$ cat src/rtl/ssd_bcd_chain.sv
// ssd_bcd_chain: cascadable up/down BCD counter with preset and seven-segment outputs.
// Define SSD_BLINK_EN to add per-digit blinking driven by a BLINK_DIV-cycle half-period.
`ifndef ZERO
`define ZERO  7'h3F
`define ONE   7'h06
`define TWO   7'h5B
`define THREE 7'h4F
`define FOUR  7'h66
`define FIVE  7'h6D
`define SIX   7'h7D
`define SEVEN 7'h07
`define EIGHT 7'h7F
`define NINE  7'h6F
`endif

module ssd_bcd_chain #(
  parameter int          NUM_DIG   = 2,
  parameter logic [15:0] WRAP_BCD  = 16'h0059,
  parameter int          BLINK_DIV = 25000000
) (
  input  logic                 clk,
  input  logic                 rst_n,
  input  logic                 dsyn_rst_n,
  input  logic                 tick,
  input  logic                 up_dn,
  input  logic                 load,
  input  logic [4*NUM_DIG-1:0] load_val,
  input  logic [NUM_DIG-1:0]   blink_mask,
  output logic [4*NUM_DIG-1:0] bcd_out,
  output logic [7*NUM_DIG-1:0] ssd_out,
  output logic                 carry_out,
  output logic                 load_err
);
  localparam int W = 4*NUM_DIG;
  localparam logic [W-1:0] WRAP = WRAP_BCD[W-1:0];

  logic [W-1:0] inc_v, dec_v;
  logic [NUM_DIG-1:0] blank;
  logic c, b, load_ok, at_wrap, at_zero;

  // Ripple the digit carry/borrow; packed BCD compares numerically once nibbles are valid.
  always_comb begin
    inc_v = bcd_out;
    dec_v = bcd_out;
    c = 1'b1;
    b = 1'b1;
    load_ok = load_val <= WRAP;
    for (int i = 0; i < NUM_DIG; i++) begin
      inc_v[4*i+:4] = c ? (bcd_out[4*i+:4] == 4'd9 ? 4'd0 : bcd_out[4*i+:4] + 4'd1) : bcd_out[4*i+:4];
      dec_v[4*i+:4] = b ? (bcd_out[4*i+:4] == 4'd0 ? 4'd9 : bcd_out[4*i+:4] - 4'd1) : bcd_out[4*i+:4];
      c = c && bcd_out[4*i+:4] == 4'd9;
      b = b && bcd_out[4*i+:4] == 4'd0;
      load_ok = load_ok && load_val[4*i+:4] <= 4'd9;
    end
  end

  assign at_wrap = bcd_out == WRAP;
  assign at_zero = bcd_out == '0;
  assign carry_out = rst_n && tick && !load && (up_dn ? at_wrap : at_zero);

  always_ff @(posedge clk or negedge rst_n) begin
    if (!rst_n) begin
      bcd_out  <= '0;
      load_err <= 1'b0;
    end else begin
      load_err <= load && !load_ok;
      if (load) begin
        if (load_ok) bcd_out <= load_val;
      end else if (tick) begin
        bcd_out <= up_dn ? (at_wrap ? '0 : inc_v) : (at_zero ? WRAP : dec_v);
      end
    end
  end

`ifdef SSD_BLINK_EN
  localparam int BW = BLINK_DIV > 1 ? $clog2(BLINK_DIV) : 1;
  logic [BW-1:0] bcnt;
  logic blink_phase;
  always_ff @(posedge clk or negedge rst_n) begin
    if (!rst_n) begin
      bcnt        <= '0;
      blink_phase <= 1'b1;
    end else if (bcnt == BW'(BLINK_DIV - 1)) begin
      bcnt        <= '0;
      blink_phase <= ~blink_phase;
    end else begin
      bcnt <= bcnt + 1'b1;
    end
  end
  assign blank = blink_phase ? '0 : blink_mask;
`else
  logic unused_blink;
  assign unused_blink = ^blink_mask;
  assign blank = '0;
`endif

  function automatic logic [6:0] seg(input logic [3:0] d);
    case (d)
      4'd0: seg = `ZERO;
      4'd1: seg = `ONE;
      4'd2: seg = `TWO;
      4'd3: seg = `THREE;
      4'd4: seg = `FOUR;
      4'd5: seg = `FIVE;
      4'd6: seg = `SIX;
      4'd7: seg = `SEVEN;
      4'd8: seg = `EIGHT;
      4'd9: seg = `NINE;
      default: seg = 7'd0;
    endcase
  endfunction

  for (genvar g = 0; g < NUM_DIG; g++) begin : g_seg
    assign ssd_out[7*g+:7] = (!dsyn_rst_n || blank[g]) ? 7'd0 : seg(bcd_out[4*g+:4]);
  end
endmodule
$ cat config.mk
export PLATFORM = sky130hd
export DESIGN_NAME = ssd_bcd_chain
export DESIGN_NICKNAME = d
export VERILOG_FILES = /design/src/rtl/ssd_bcd_chain.sv
export SDC_FILE = /design/constraint.sdc
export NUM_CORES = 1
export LEC_CHECK = 0
export ABC_CLOCK_PERIOD_IN_PS = 2900
export CORE_MARGIN = 5
export CORE_UTILIZATION = 45
export CTS_BUF_LIST = sky130_fd_sc_hd__clkbuf_16
export DETAILED_ROUTE_END_ITERATION = 16
export PLACE_DENSITY = 0.79
export SYNTH_ARGS = -nofsm -noshare
export SYNTH_HDL_FRONTEND = slang
export SYNTH_SLANG_ARGS = --single-unit
export TNS_END_PERCENT = 30
$ cat constraint.sdc
create_clock -name clk -period 2.9 [get_ports clk]
set_input_delay 0.29 -clock clk [delete_from_list [all_inputs] [get_ports clk]]
set_output_delay 0.29 -clock clk [all_outputs]
set_load 0.02 [all_outputs]
# == Word level (Yosys, flattened, before mapping) ==
# Memory sizes are Yosys's and may differ from the RTL's.
# Index checks and enable logic that the tools add are counted.
# classes
n_addsub,4
order_cmp,3
eq_ne,5
muxes,15
n_reduce_logical,15
# ops
op,count
$mux W8,6
$mux W4,6
$mux W7,2
$add A4 B1 Y4 const B,2
$eq A4 B4 Y1 const B,2
$eq A8 B7 Y1 const B,1
$le A4 B4 Y1 const B,2
$le A8 B7 Y1 const B,1
$logic_not A4 Y1,2
$logic_not A8 Y1,1
$sub A4 B1 Y4 const B,2
$logic_and A1 B1 Y1,6
$ne A4 B1 Y1 const B,1
$reduce_and A4 Y1,1
$reduce_bool A4 Y1,1
$logic_not A1 Y1,2
$ne A2 B1 Y1 const B,1
$reduce_and A2 Y1,1
$reduce_bool A2 Y1,1
$mux W1,1
# word_totals
regBits,9
mem_bits_ro,224
inputBits,16
output_inout_bits,24
n_memories,2
# memory_table
name,depth,width,read_ports,rd_clocked_by_memory_dff,wr,line_no,text
(no name shown),16,7,1,0,0,98,case (d)
(no name shown),16,7,1,0,0,98,

# == Logic depth before layout (Yosys ltp) ==
# Gate-level depths: netlist of run 1.
# logic_depth
depth_word,7
depth_mapped,8

# == Least setup slack after synthesis of run 1 ==
# OpenSTA, ideal clock, no wires.
# synth_path
path_kind,register to register
startpoint,register bcd_out[1]
endpoint,register bcd_out[6]
setup_time_ps,132
arrival_ps,2097
t_required_ps,2768
slack_ps,672
path_stages_with_launch,9
n_path_buf,1
period_less_slack_ps,2228
path_cell_list,dfrtp_1 -> inv_1 -> ha_1 -> or3b_1 -> a211o_1 -> and2_1 -> buf_2 -> a31oi_1 -> o32ai_2
# synth_between
elab_chain_cells,5
elab_cells_between_ends,12
classes_between,eq/ne: 3; mux: 5; reduce/logical: 4
# synth_lines
element,line_no,text
from (decl),29,"output logic [4*NUM_DIG-1:0] bcd_out,"
from (signal assigned),68,if (load_ok) bcd_out <= load_val;
from (signal assigned),70,bcd_out <= up_dn ? (at_wrap ? '0 : inc_v) : (at_zero ? WRAP : dec_v);
$eq A8 B7 Y1 or $logic_not A8 Y1 (tied branches),"57, 58",
$mux W8 (2 in series),70,
$mux W8,69,end else if (tick) begin
$mux W8,67,if (load) begin
# Several ways; a longest one is shown, not always the timed one. The select of a mux whose other input is x is not followed.
# A chain may end at the register's enable or synchronous reset.

# == Final worst setup path of run 1 ==
# layout_path
startpoint,register bcd_out[5]
endpoint,output carry_out
# layout_between
elab_chain_cells,3
elab_cells_between_ends,4
classes_between,eq/ne: 1; mux: 1; reduce/logical: 2
# layout_lines
element,line_no,text
$eq A8 B7 Y1 or $logic_not A8 Y1 (tied branches),"57, 58",
$mux W1 (*),59,assign carry_out = rst_n && tick && !load && (up_dn ? at_wrap : at_zero);
$logic_and A1 B1 Y1 (*),59,
to (decl),31,"output logic carry_out,"
# Mark *: on every way between the ends. The rest lies on a longest branch, timed or not.

==> results.md, run 1 <==
* Status: completed
* WL/cell at 15.4 µm
* Total wire length at 3690 µm
* Core ar. at 2520 µm²
* GR peak layer: met2
* Area delta synth->final at 44.3%
* Most instantiated cells after synthesis: nor2_1, a21oi_1, nand2_1
* Setup violators final at 0
* Top_reg_cell synth: dfrtp_1
* M2 GR Usage at 0.341
* Yosys reg bits at 9
* Most frequent cell after synthesis: nor2_1
* Post-route ant nets at 0
* HPWL after DPL at 2870 µm
* Via count at 1392
* Port Buffers at 37
* CP top delay family: simple AND/OR/NAND/NOR gates
* Die W at 61.9 µm
* Final Cycle Share at 0.913
* Setup CP Type: reg -> out
* Post-route cell area at 1750 µm²
* Slowest-stage cell, CP: or4_1
* CTS Buffer Depth at 2
* IO Count at 40
* Syn Nets at 194
* Pleak at 0.736 nW
* Fmax achieved at 0.377 GHz
* Async S/R FF share, synth at 1.00
* CTS tree: yes
* Max_slew headroom at 0.740
* Die H at 61.9 µm
* Met1 Track Usage GR at 0.304
* Fin. max-slew vios at 0
* Crit-path cells: inv_1, ha_1, nand2b_1, or4_1, o32ai_1, and3_1, dlygate4sd2_1
* Buf/Inv on CP at 2
* Detailed Routing Iterations Pass 1 at 4
* Vias in the first global route at 1355
* Hold crit path type: in -> async
* Layout Nets at 239
* YS warnings at 0
* Post-CTS Setup Bufs at 0
* Initial drt markers at 76
* ANT cells at 0
* Critical path fanouts, max at 4
* Stages on worst setup path at 7
* Vias/cell at 5.80
* CTS Hold Bufs at 0
* Largest net degree at the start of global routing at 19
* EDFF count, synth at 0
* Cell Area, Placed at 1670 µm²
* FF-to-FF path depth at 6
* Final hold vios at 0
* Syn avg cell area at 7.29 µm²
* Final TNS setup at 0 ns
* Final hold slack at 0.341 ns
* Sink Count at 9
* Share of cells above drive strength 1 at 0.0905
* CTS clk-pin slew, worst paths at 0.04 ns
* CP endpoint kind: output pin
* Met3 GRT Util at 0.0186
* # H-tree levels at 1
* Worst path required time at 2.61 ns
* Top post-synthesis cells by area: dfrtp_1, ha_1, a21oi_1
* VDD IR max at 0.000511 V
* Post-synthesis sequential area ratio at 0.186
* Final clock skew at 0.000489 ns
* Post-synth top area share at 0.186
* Synth Cell Area at 1210 µm²
* Worst-Margin Slew at 0.388 ns
* GRT Total Usage at 0.216
* First-pass GRT wire length at 6220 µm
* Die Footprint at 3830 µm²
* Slowest stage delay, CP at 0.54 ns
* CP startpoint kind: flip-flop
* Power Density at 681 nW/µm²
* CP arrival at 2.36 ns
* Cts bufs inserted at 3
* DRC viols at 0
* Std-Cell Rows at 18
* Synth area leader: dfrtp_1
* CTS root buffer: clkbuf_16
* Antenna violations before repair at 0
* Clock Latency Late Sink at 0.24 ns
* Gpl congestion at 0.886
* Max-cap violations at 0
* Grt total ovfl at 0
* Yosys cell types at 40
* Initial Util at 0.480
* Post-CTS Resized at 1
* RSZ-0062 raised after global routing: no
* Post-route minimum period at 2.65 ns
* Post-Synthesis Cells at 166
==> final cells by class <==
type / instances / area [µm²]
fill: 234 / 777
inverter: 10 / 37.5
multi-input combinational: 139 / 915
tap: 30 / 37.5
clock buffer: 3 / 75.1
clock inverter: 1 / 3.75
sequential: 9 / 225
timing repair buffer: 48 / 452
==> cells by family after synthesis <==
kind of cell             after synthesis  share of synthesized area
XOR/XNOR                               2                     0.0145
buffers and inverters                 18                     0.0579
adder cells (fa/ha/maj)               12                      0.124
flip-flops                             9                      0.186
multiplexers                           2                     0.0269
AO/OA/AOI/OAI                         55                      0.304
AND/OR/NAND/NOR                       68                      0.286
==> power breakdown <==
| part | internal (mW) | switching (mW) | total, mW |
|---|---|---|---|
| Sequential | 0.153 | 0.0172 | 0.170 |
| Combinational | 0.345 | 0.429 | 0.775 |
| Clock | 0.181 | 0.0641 | 0.245 |
| Total | 0.679 | 0.511 | 1.19 |
==> layer usage <==
layer,vias up,share of wire
met5,-,0
met4,0,0.012
met3,6,0.076
met2,55,0.45
met1,645,0.46
li1,686,-
==> through the flow <==
step / utilization / worst slack (ns) / instances / power (mW)
finish: 0.692 / 0.251 / 240 / 1.19
global route: 0.692 / 0.144 / 240 / 1.28
CTS: 0.692 / 0.267 / 240 / 1.19
detailed placement: 0.661 / 0.264 / 236 / 0.939
global placement: 0.661 / 0.332 / 236 / 0.925
floorplan: - / 0.672 / 166 / 0.640
==> state kept, by name (all words and copies together), names as in the netlist <==
name	cells
load_err	1
bcd_out	8
==> cells in the final DEF, fill, tap and decap left out, types with 3 or more instances in the layout <==
cell type and instances:
nand2b_1 10, ha_1 12, inv_1 11, nor2_1 20, clkdlybuf4s50_1 36, o21ai_0 6, a21oi_1 15, nand3_1 4
dfrtp_1 9, buf_4 11, clkbuf_16 3, nor2b_1 4, o22ai_1 3, nor3_1 4, nand2_1 14, o21a_1 9
a31oi_1 5
==> final timing paths <==
path | start | end | slack, ns
max | bcd_out[5]$_DFFE_PN0P_ | carry_out | 0.25
min | rst_n | load_err$_DFF_PN0_ | 0.34
max reg2reg | bcd_out[0]$_DFFE_PN0P_ | bcd_out[7]$_DFFE_PN0P_ | 0.71
min reg2reg | bcd_out[0]$_DFFE_PN0P_ | bcd_out[0]$_DFFE_PN0P_ | 0.61
max in group asynchronous | rst_n | bcd_out[5]$_DFFE_PN0P_ | 2.42
min in group clk | bcd_out[0]$_DFFE_PN0P_ | bcd_out[0]$_DFFE_PN0P_ | 0.61
==> worst reg2reg max path, stage by stage, from the launching register on <==
cell	delay [ns]
dfrtp_1	0.38
inv_1	0.16
ha_1	0.24
or3b_1	0.37
a211o_1	0.37
or4_1	0.52
o21ai_1	0.09
Note: power is estimated with default switching activity, not from simulation.
==> run 2: changes to the inputs <==
==> constraint.sdc (replaced) <==
create_clock -name clk -period 2.9 [get_ports clk]
set_input_delay 0.29 -clock clk [delete_from_list [all_inputs] [get_ports clk]]
set_output_delay 0.29 -clock clk [all_outputs]
set_load 0.005 [all_outputs]
==> run 2 against run 1 <==
Net effect:
- total power decreased by 8.6%
- combinational power shrank 13%
- final cell count is 0.42% lower
==> results.md, run 2 (same netlist as run 1, synthesis figures left out) <==
* CP endpoint kind: output pin (unchanged)
* Setup CP Type: reg -> out (unchanged)
* Cts bufs inserted at 3 (unchanged)
* Fmax achieved at 0.363 GHz (was 0.377 GHz)
* Largest net degree at the start of global routing at 19 (unchanged)
* Detailed Routing Iterations Pass 1 at 4 (unchanged)
* Final hold vios at 0 (unchanged)
* CTS clk-pin slew, worst paths at 0.04 ns (about the same)
* Worst-Margin Slew at 0.390 ns (was 0.388 ns)
* CTS tree: yes (unchanged)
* Sink Count at 9 (unchanged)
* Clock Latency Late Sink at 0.23 ns (was 0.24 ns)
* Slowest-stage cell, CP: or4_1 (unchanged)
* Via count at 1358 (was 1392)
* Total wire length at 3540 µm (was 3690 µm)
* Initial Util at 0.480 (unchanged)
* CP arrival at 2.46 ns (was 2.36 ns)
* Clk pwr share at 0.222 (was 0.206)
* Vias in the first global route at 1280 (was 1355)
* Layout Nets at 238 (was 239)
* Most frequent cells in the layout: clkdlybuf4s50_1, nor2_1, a21oi_1 (unchanged)
* CP startpoint kind: flip-flop (unchanged)
* Crit-path cells: inv_1, ha_1, nand2b_1, or4_1, o32ai_1, and3_1, clkdlybuf4s50_1 (was inv_1, ha_1, nand2b_1, or4_1, o32ai_1, and3_1, dlygate4sd2_1)
* WL/cell at 14.8 µm (was 15.4 µm)
* Setup violators final at 0 (unchanged)
* IO Count at 40 (unchanged)
* Share of cells above drive strength 1 at 0.0909 (was 0.0905)
* Port Buffers at 37 (unchanged)
* Die Footprint at 3830 µm² (unchanged)
* Post-route minimum period at 2.75 ns (was 2.65 ns)
* Final hold slack at 0.348 ns (was 0.341 ns)
* Antenna violations before repair at 0 (unchanged)
* CTS Hold Bufs at 0 (unchanged)
* Sw Pwr at 416 µW (was 511 µW)
* Slowest stage delay, CP at 0.54 ns (about the same)
* Logic pwr share at 0.618 (was 0.651)
* RSZ-0062 raised after global routing: no (unchanged)
* ANT cells at 0 (unchanged)
* # fillers at 210 (was 234)
* Largest register by flop count: bcd_out (unchanged)
* Die H at 61.9 µm (unchanged)
* Gpl congestion at 0.910 (was 0.886)
* DRC viols at 0 (unchanged)
* GRT Total Usage at 0.202 (was 0.216)
* HPWL after DPL at 2690 µm (was 2870 µm)
* Max-cap violations at 0 (unchanged)
* FF-to-FF path depth at 7 (was 6)
* Switch share at 0.382 (was 0.429)
* Critical path fanouts, max at 4 (unchanged)
* Worst path required time at 2.61 ns (about the same)
* Power Density at 625 nW/µm² (was 681 nW/µm²)
* Post-route ant nets at 0 (unchanged)
* VDD IR max at 0.000695 V (was 0.000511 V)
* Core ar. at 2520 µm² (unchanged)
* Die W at 61.9 µm (unchanged)
* CTS root buffer: clkbuf_16 (unchanged)
* Largest regs: bcd_out x8, load_err x1 (unchanged)
* First-pass GRT wire length at 5780 µm (was 6220 µm)
* Status: completed (unchanged)
* CTS Buffer Depth at 2 (unchanged)
* Int Pwr at 672 µW (was 679 µW)
* Final Cycle Share at 0.949 (was 0.913)
* Area delta synth->final at 43.7% (was 44.3%)
* Seq pwr share at 0.160 (was 0.143)
* Grt total ovfl at 0 (unchanged)
* # H-tree levels at 1 (unchanged)
* Final clock skew at 0.000697 ns (was 0.000489 ns)
* Initial drt markers at 70 (was 76)
* Hold crit path type: in -> async (unchanged)
* Most common cell after layout, fill and taps aside: clkdlybuf4s50_1 (unchanged)
* Max_slew headroom at 0.739 (was 0.740)
* Final TNS setup at 0 ns (unchanged)
* Max reg flops at 8 (unchanged)
* Pleak at 0.726 nW (was 0.736 nW)
* Fin. max-slew vios at 0 (unchanged)
* Std-Cell Rows at 18 (unchanged)
* Vias/cell at 5.68 (was 5.80)
run 2: stage by stage:
| stage | worst slack [ns] | instance area (µm²) | instances | total power, mW | utilization |
|---|---|---|---|---|---|
| floorplan | 0.756 | 1210 | 166 | 0.556 | - |
| global placement | 0.381 | 1660 | 235 | 0.830 | 0.658 |
| detailed placement | 0.351 | 1660 | 235 | 0.839 | 0.658 |
| CTS | 0.0924 | 1740 | 239 | 1.09 | 0.689 |
| global route | 0.0464 | 1740 | 239 | 1.18 | 0.689 |
| finish | 0.147 | 1740 | 239 | 1.09 | 0.689 |
run 2: area by class of cell:
class | count | area, µm² | area share
Timing Repair Buffer | 47 | 445 | 0.256
Multi-Input combinational cell | 139 | 915 | 0.526
Clock buffer | 3 | 75.1 | 0.0432
Inverter | 10 | 37.5 | 0.0216
Tap cell | 30 | 37.5 | 0.0216
Sequential cell | 9 | 225 | 0.129
Clock inverter | 1 | 3.75 | 0.00216
run 2: metal layers:
metal	share of wire	track usage
met1	0.48	0.276
met2	0.46	0.315
met3	0.057	0.0227
met4	0.0079	0.0970
met5	0	0
run 2: repair_timing:
action                                  in CTS  in global routing
hold endpoints to repair                     0                  0
gates resized for setup                      0                  1
endpoints found under the setup margin       0                  1
setup buffers                                0                  0
run 2: power groups by stage:
stage	logic (mW)	clock network (mW)	registers (mW)
after floorplan	0.359	0	0.197
after global placement	0.656	0	0.173
after detailed placement	0.666	0	0.173
after CTS	0.670	0.248	0.173
after global routing	0.746	0.255	0.177
final	0.672	0.242	0.174
run 2: path summary, 6_finish.rpt:
path | from | end | slack (ns)
worst max register to register | bcd_out[0]$_DFFE_PN0P_ | bcd_out[6]$_DFFE_PN0P_ | 0.73
worst min-delay path | rst_n | load_err$_DFF_PN0_ | 0.35
max in group asynchronous | rst_n | bcd_out[6]$_DFFE_PN0P_ | 2.41
worst min register to register | bcd_out[0]$_DFFE_PN0P_ | bcd_out[0]$_DFFE_PN0P_ | 0.61
min in group clk | bcd_out[0]$_DFFE_PN0P_ | bcd_out[0]$_DFFE_PN0P_ | 0.61
worst max-delay path | bcd_out[5]$_DFFE_PN0P_ | carry_out | 0.15
run 2: worst max-delay path, delay by kind of cell, from the launching register on:
| kind | cells | cell delay [ns] |
|---|---|---|
| AOI/OAI and AO/OA | 1 | 0.15 |
| adders and majority gates | 1 | 0.24 |
| buffers and inverters | 2 | 0.63 |
| DFF | 1 | 0.37 |
| and+or+nand+nor | 3 | 0.84 |
==> run 3: changes to the inputs <==
--- a/config.mk
+++ b/config.mk
@@ -10,7 +10,7 @@
 export CORE_UTILIZATION = 45
 export CTS_BUF_LIST = sky130_fd_sc_hd__clkbuf_16
 export DETAILED_ROUTE_END_ITERATION = 16
-export PLACE_DENSITY = 0.79
+export PLACE_DENSITY_LB_ADDON = 0.08
 export SYNTH_ARGS = -nofsm -noshare
 export SYNTH_HDL_FRONTEND = slang
 export SYNTH_SLANG_ARGS = --single-unit
==> run 3 against run 2 <==
Net effect:
- sequential power about the same
- sequential share of layout area down 0.092 points
- final cell count up 0.42%
- combinational power up 2%
- die area unchanged
- flip-flop and latch count unchanged
- fmax down 2.2%
- total power up 1.6%
- routed wire length up 3.9%
- critical endpoint unchanged
- largest power group unchanged
- highest routed layer unchanged
==> results.md, run 3 (same netlist as run 1, synthesis figures left out) <==
* Vias/cell at 5.81 (was 5.68)
* Vias in the first global route at 1387 (was 1280)
* CTS Buffer Depth at 2 (unchanged)
* Post-CTS Setup Bufs at 0 (unchanged)
* VDD IR max at 0.000586 V (was 0.000695 V)
* DRC viols at 0 (unchanged)
* CTS Hold Bufs at 0 (unchanged)
* Via count at 1395 (was 1358)
* Worst reg2reg path endpoint: bcd_out[6]$_DFFE_PN0P_ (unchanged)
* Seq pwr share at 0.157 (was 0.160)
* Initial Util at 0.480 (unchanged)
* Fin. max-slew vios at 0 (unchanged)
* Util after Layout at 0.694 (was 0.689)
* CTS clk-pin slew, worst paths at 0.04 ns (about the same)
* Power Density at 631 nW/µm² (was 625 nW/µm²)
* Share of cells above drive strength 1 at 0.100 (was 0.0909)
* Max_slew headroom at 0.744 (was 0.739)
* Sw Pwr at 424 µW (was 416 µW)
* Final Cycle Share at 0.970 (was 0.949)
* Switch share at 0.384 (was 0.382)
* CP endpoint kind: output pin (unchanged)
* Die Footprint at 3830 µm² (unchanged)
* FF-to-FF path depth at 7 (unchanged)
* ANT cells at 0 (unchanged)
* Std-Cell Rows at 18 (unchanged)
* Status: completed (unchanged)
* Die H at 61.9 µm (unchanged)
* Largest net degree at the start of global routing at 19 (unchanged)
* Max-cap violations at 0 (unchanged)
* Total wire length at 3670 µm (was 3540 µm)
* Core ar. at 2520 µm² (unchanged)
* Largest register by flop count: bcd_out (unchanged)
* WL/cell at 15.3 µm (was 14.8 µm)
* Max reg flops at 8 (unchanged)
* Reg2Reg Setup Slack at 0.71 ns (was 0.73 ns)
* Antenna violations before repair at 0 (unchanged)
* Logic pwr share at 0.621 (was 0.618)
* Grt total ovfl at 0 (unchanged)
* # fillers at 225 (was 210)
* Layout Nets at 239 (was 238)
* Int Pwr at 681 µW (was 672 µW)
* Initial drt markers at 83 (was 70)
* RSZ-0062 raised after global routing: no (unchanged)
* Pleak at 0.729 nW (was 0.726 nW)
* GRT Total Usage at 0.218 (was 0.202)
* Hold crit path type: in -> async (unchanged)
* Area delta synth->final at 44.8% (was 43.7%)
* Die W at 61.9 µm (unchanged)
* Detailed Routing Iterations Pass 1 at 4 (unchanged)
* Worst-Margin Slew at 0.382 ns (was 0.390 ns)
* # H-tree levels at 1 (unchanged)
* Critical Path End: carry_out (unchanged)
* Cts bufs inserted at 3 (unchanged)
* Post-route minimum period at 2.81 ns (was 2.75 ns)
* IO Count at 40 (unchanged)
* Post-route ant nets at 0 (unchanged)
* CP startpoint kind: flip-flop (unchanged)
* Final hold slack at 0.344 ns (was 0.348 ns)
* Largest regs: bcd_out x8, load_err x1 (unchanged)
* CP arrival at 2.52 ns (was 2.46 ns)
* Fmax achieved at 0.355 GHz (was 0.363 GHz)
* Port Buffers at 37 (unchanged)
* Critical path fanouts, max at 4 (unchanged)
* CTS tree: yes (unchanged)
* Sink Count at 9 (unchanged)
* Most common cell after layout, fill and taps aside: clkdlybuf4s50_1 (unchanged)
* Final hold vios at 0 (unchanged)
* CTS root buffer: clkbuf_16 (unchanged)
* Worst path required time at 2.61 ns (about the same)
* CP Launch Point: bcd_out[5]$_DFFE_PN0P_ (unchanged)
* Total power at 1.10 mW (was 1.09 mW)
* Final clock skew at 0.00204 ns (was 0.000697 ns)
* Clk pwr share at 0.221 (was 0.222)
* Clock Latency Late Sink at 0.24 ns (was 0.23 ns)
* Reg2reg start: bcd_out[0]$_DFFE_PN0P_ (unchanged)
* Most frequent cells in the layout: clkdlybuf4s50_1, nor2_1, a21oi_1 (unchanged)
* Setup CP Type: reg -> out (unchanged)
* Final TNS setup at 0 ns (unchanged)
* HPWL after DPL at 2730 µm (was 2690 µm)
* Gpl congestion at 0.856 (was 0.910)
* First-pass GRT wire length at 6470 µm (was 5780 µm)
* Setup violators final at 0 (unchanged)
[run 3: changes by cell type in the layout (fill, tap and decap cells not counted)]
cell	delta
ha_1	-2
ha_2	+2
buf_4	+1
inv_1	+1
inv_2	-1
[run 3: metal layers]
metal	up-vias	part of all wire	routed length (µm)	GRT usage
met1	656	0.48	1750	0.312
met2	51	0.44	1600	0.342
met3	5	0.077	281	0.0207
li1	683	-	-	-
met4	0	0.012	44	0.0758
met5	-	0	0	0
[run 3: layout make-up]
| type | instances | area (µm²) | area share |
|---|---|---|---|
| multi-input cells | 139 | 920 | 0.525 |
| repair buffers | 48 | 453 | 0.259 |
| flip-flops and latches | 9 | 225 | 0.129 |
| clock buffers | 3 | 75.1 | 0.0429 |
| inverters | 10 | 37.5 | 0.0214 |
| well taps | 30 | 37.5 | 0.0214 |
| clock inverters | 1 | 3.75 | 0.00214 |
[run 3: how the worst min path moves through the flow]
| stage | to | start |
|---|---|---|
| 2_1_floorplan | bcd_out[0]$_DFFE_PN0P_ | rst_n |
| 3_3_place_gp | bcd_out[3]$_DFFE_PN0P_ | rst_n |
| 3_5_place_dp | bcd_out[0]$_DFFE_PN0P_ | rst_n |
| 4_1_cts | bcd_out[0]$_DFFE_PN0P_ | rst_n |
| 5_1_grt | bcd_out[0]$_DFFE_PN0P_ | rst_n |
| 6_report | bcd_out[3]$_DFFE_PN0P_ | rst_n |
[run 3: power groups by stage]
stage	Sequential [mW]	Clock, mW	Combinational [mW]
3_3_place_gp	0.173	0	0.664
3_5_place_dp	0.173	0	0.673
5_1_grt	0.177	0.254	0.764
2_1_floorplan	0.197	0	0.359
6_report	0.174	0.244	0.686
4_1_cts	0.173	0.244	0.680
[run 3: metrics by stage]
stage / instances / instance area (µm²) / setup WS (ns)
after global placement: 236 / 1670 / 0.400
after floorplan: 166 / 1210 / 0.756
after detailed placement: 236 / 1670 / 0.391
after global routing: 240 / 1750 / 0.0180
final: 240 / 1750 / 0.0862
after CTS: 240 / 1750 / 0.0875
[run 3: worst max-delay path, cell delays in order (launching register included)]
cell	delay, ns
dfrtp_1	0.37
inv_1	0.13
ha_2	0.23
nand2b_1	0.09
or4_1	0.55
o32ai_1	0.18
and3_1	0.22
clkdlybuf4s50_1	0.52
[run 3: what timing repair did]
item	4_1_cts	5_1_grt
endpoints found under the hold margin	0	0
endpoints found under the setup margin	0	1
gates resized for setup	0	2
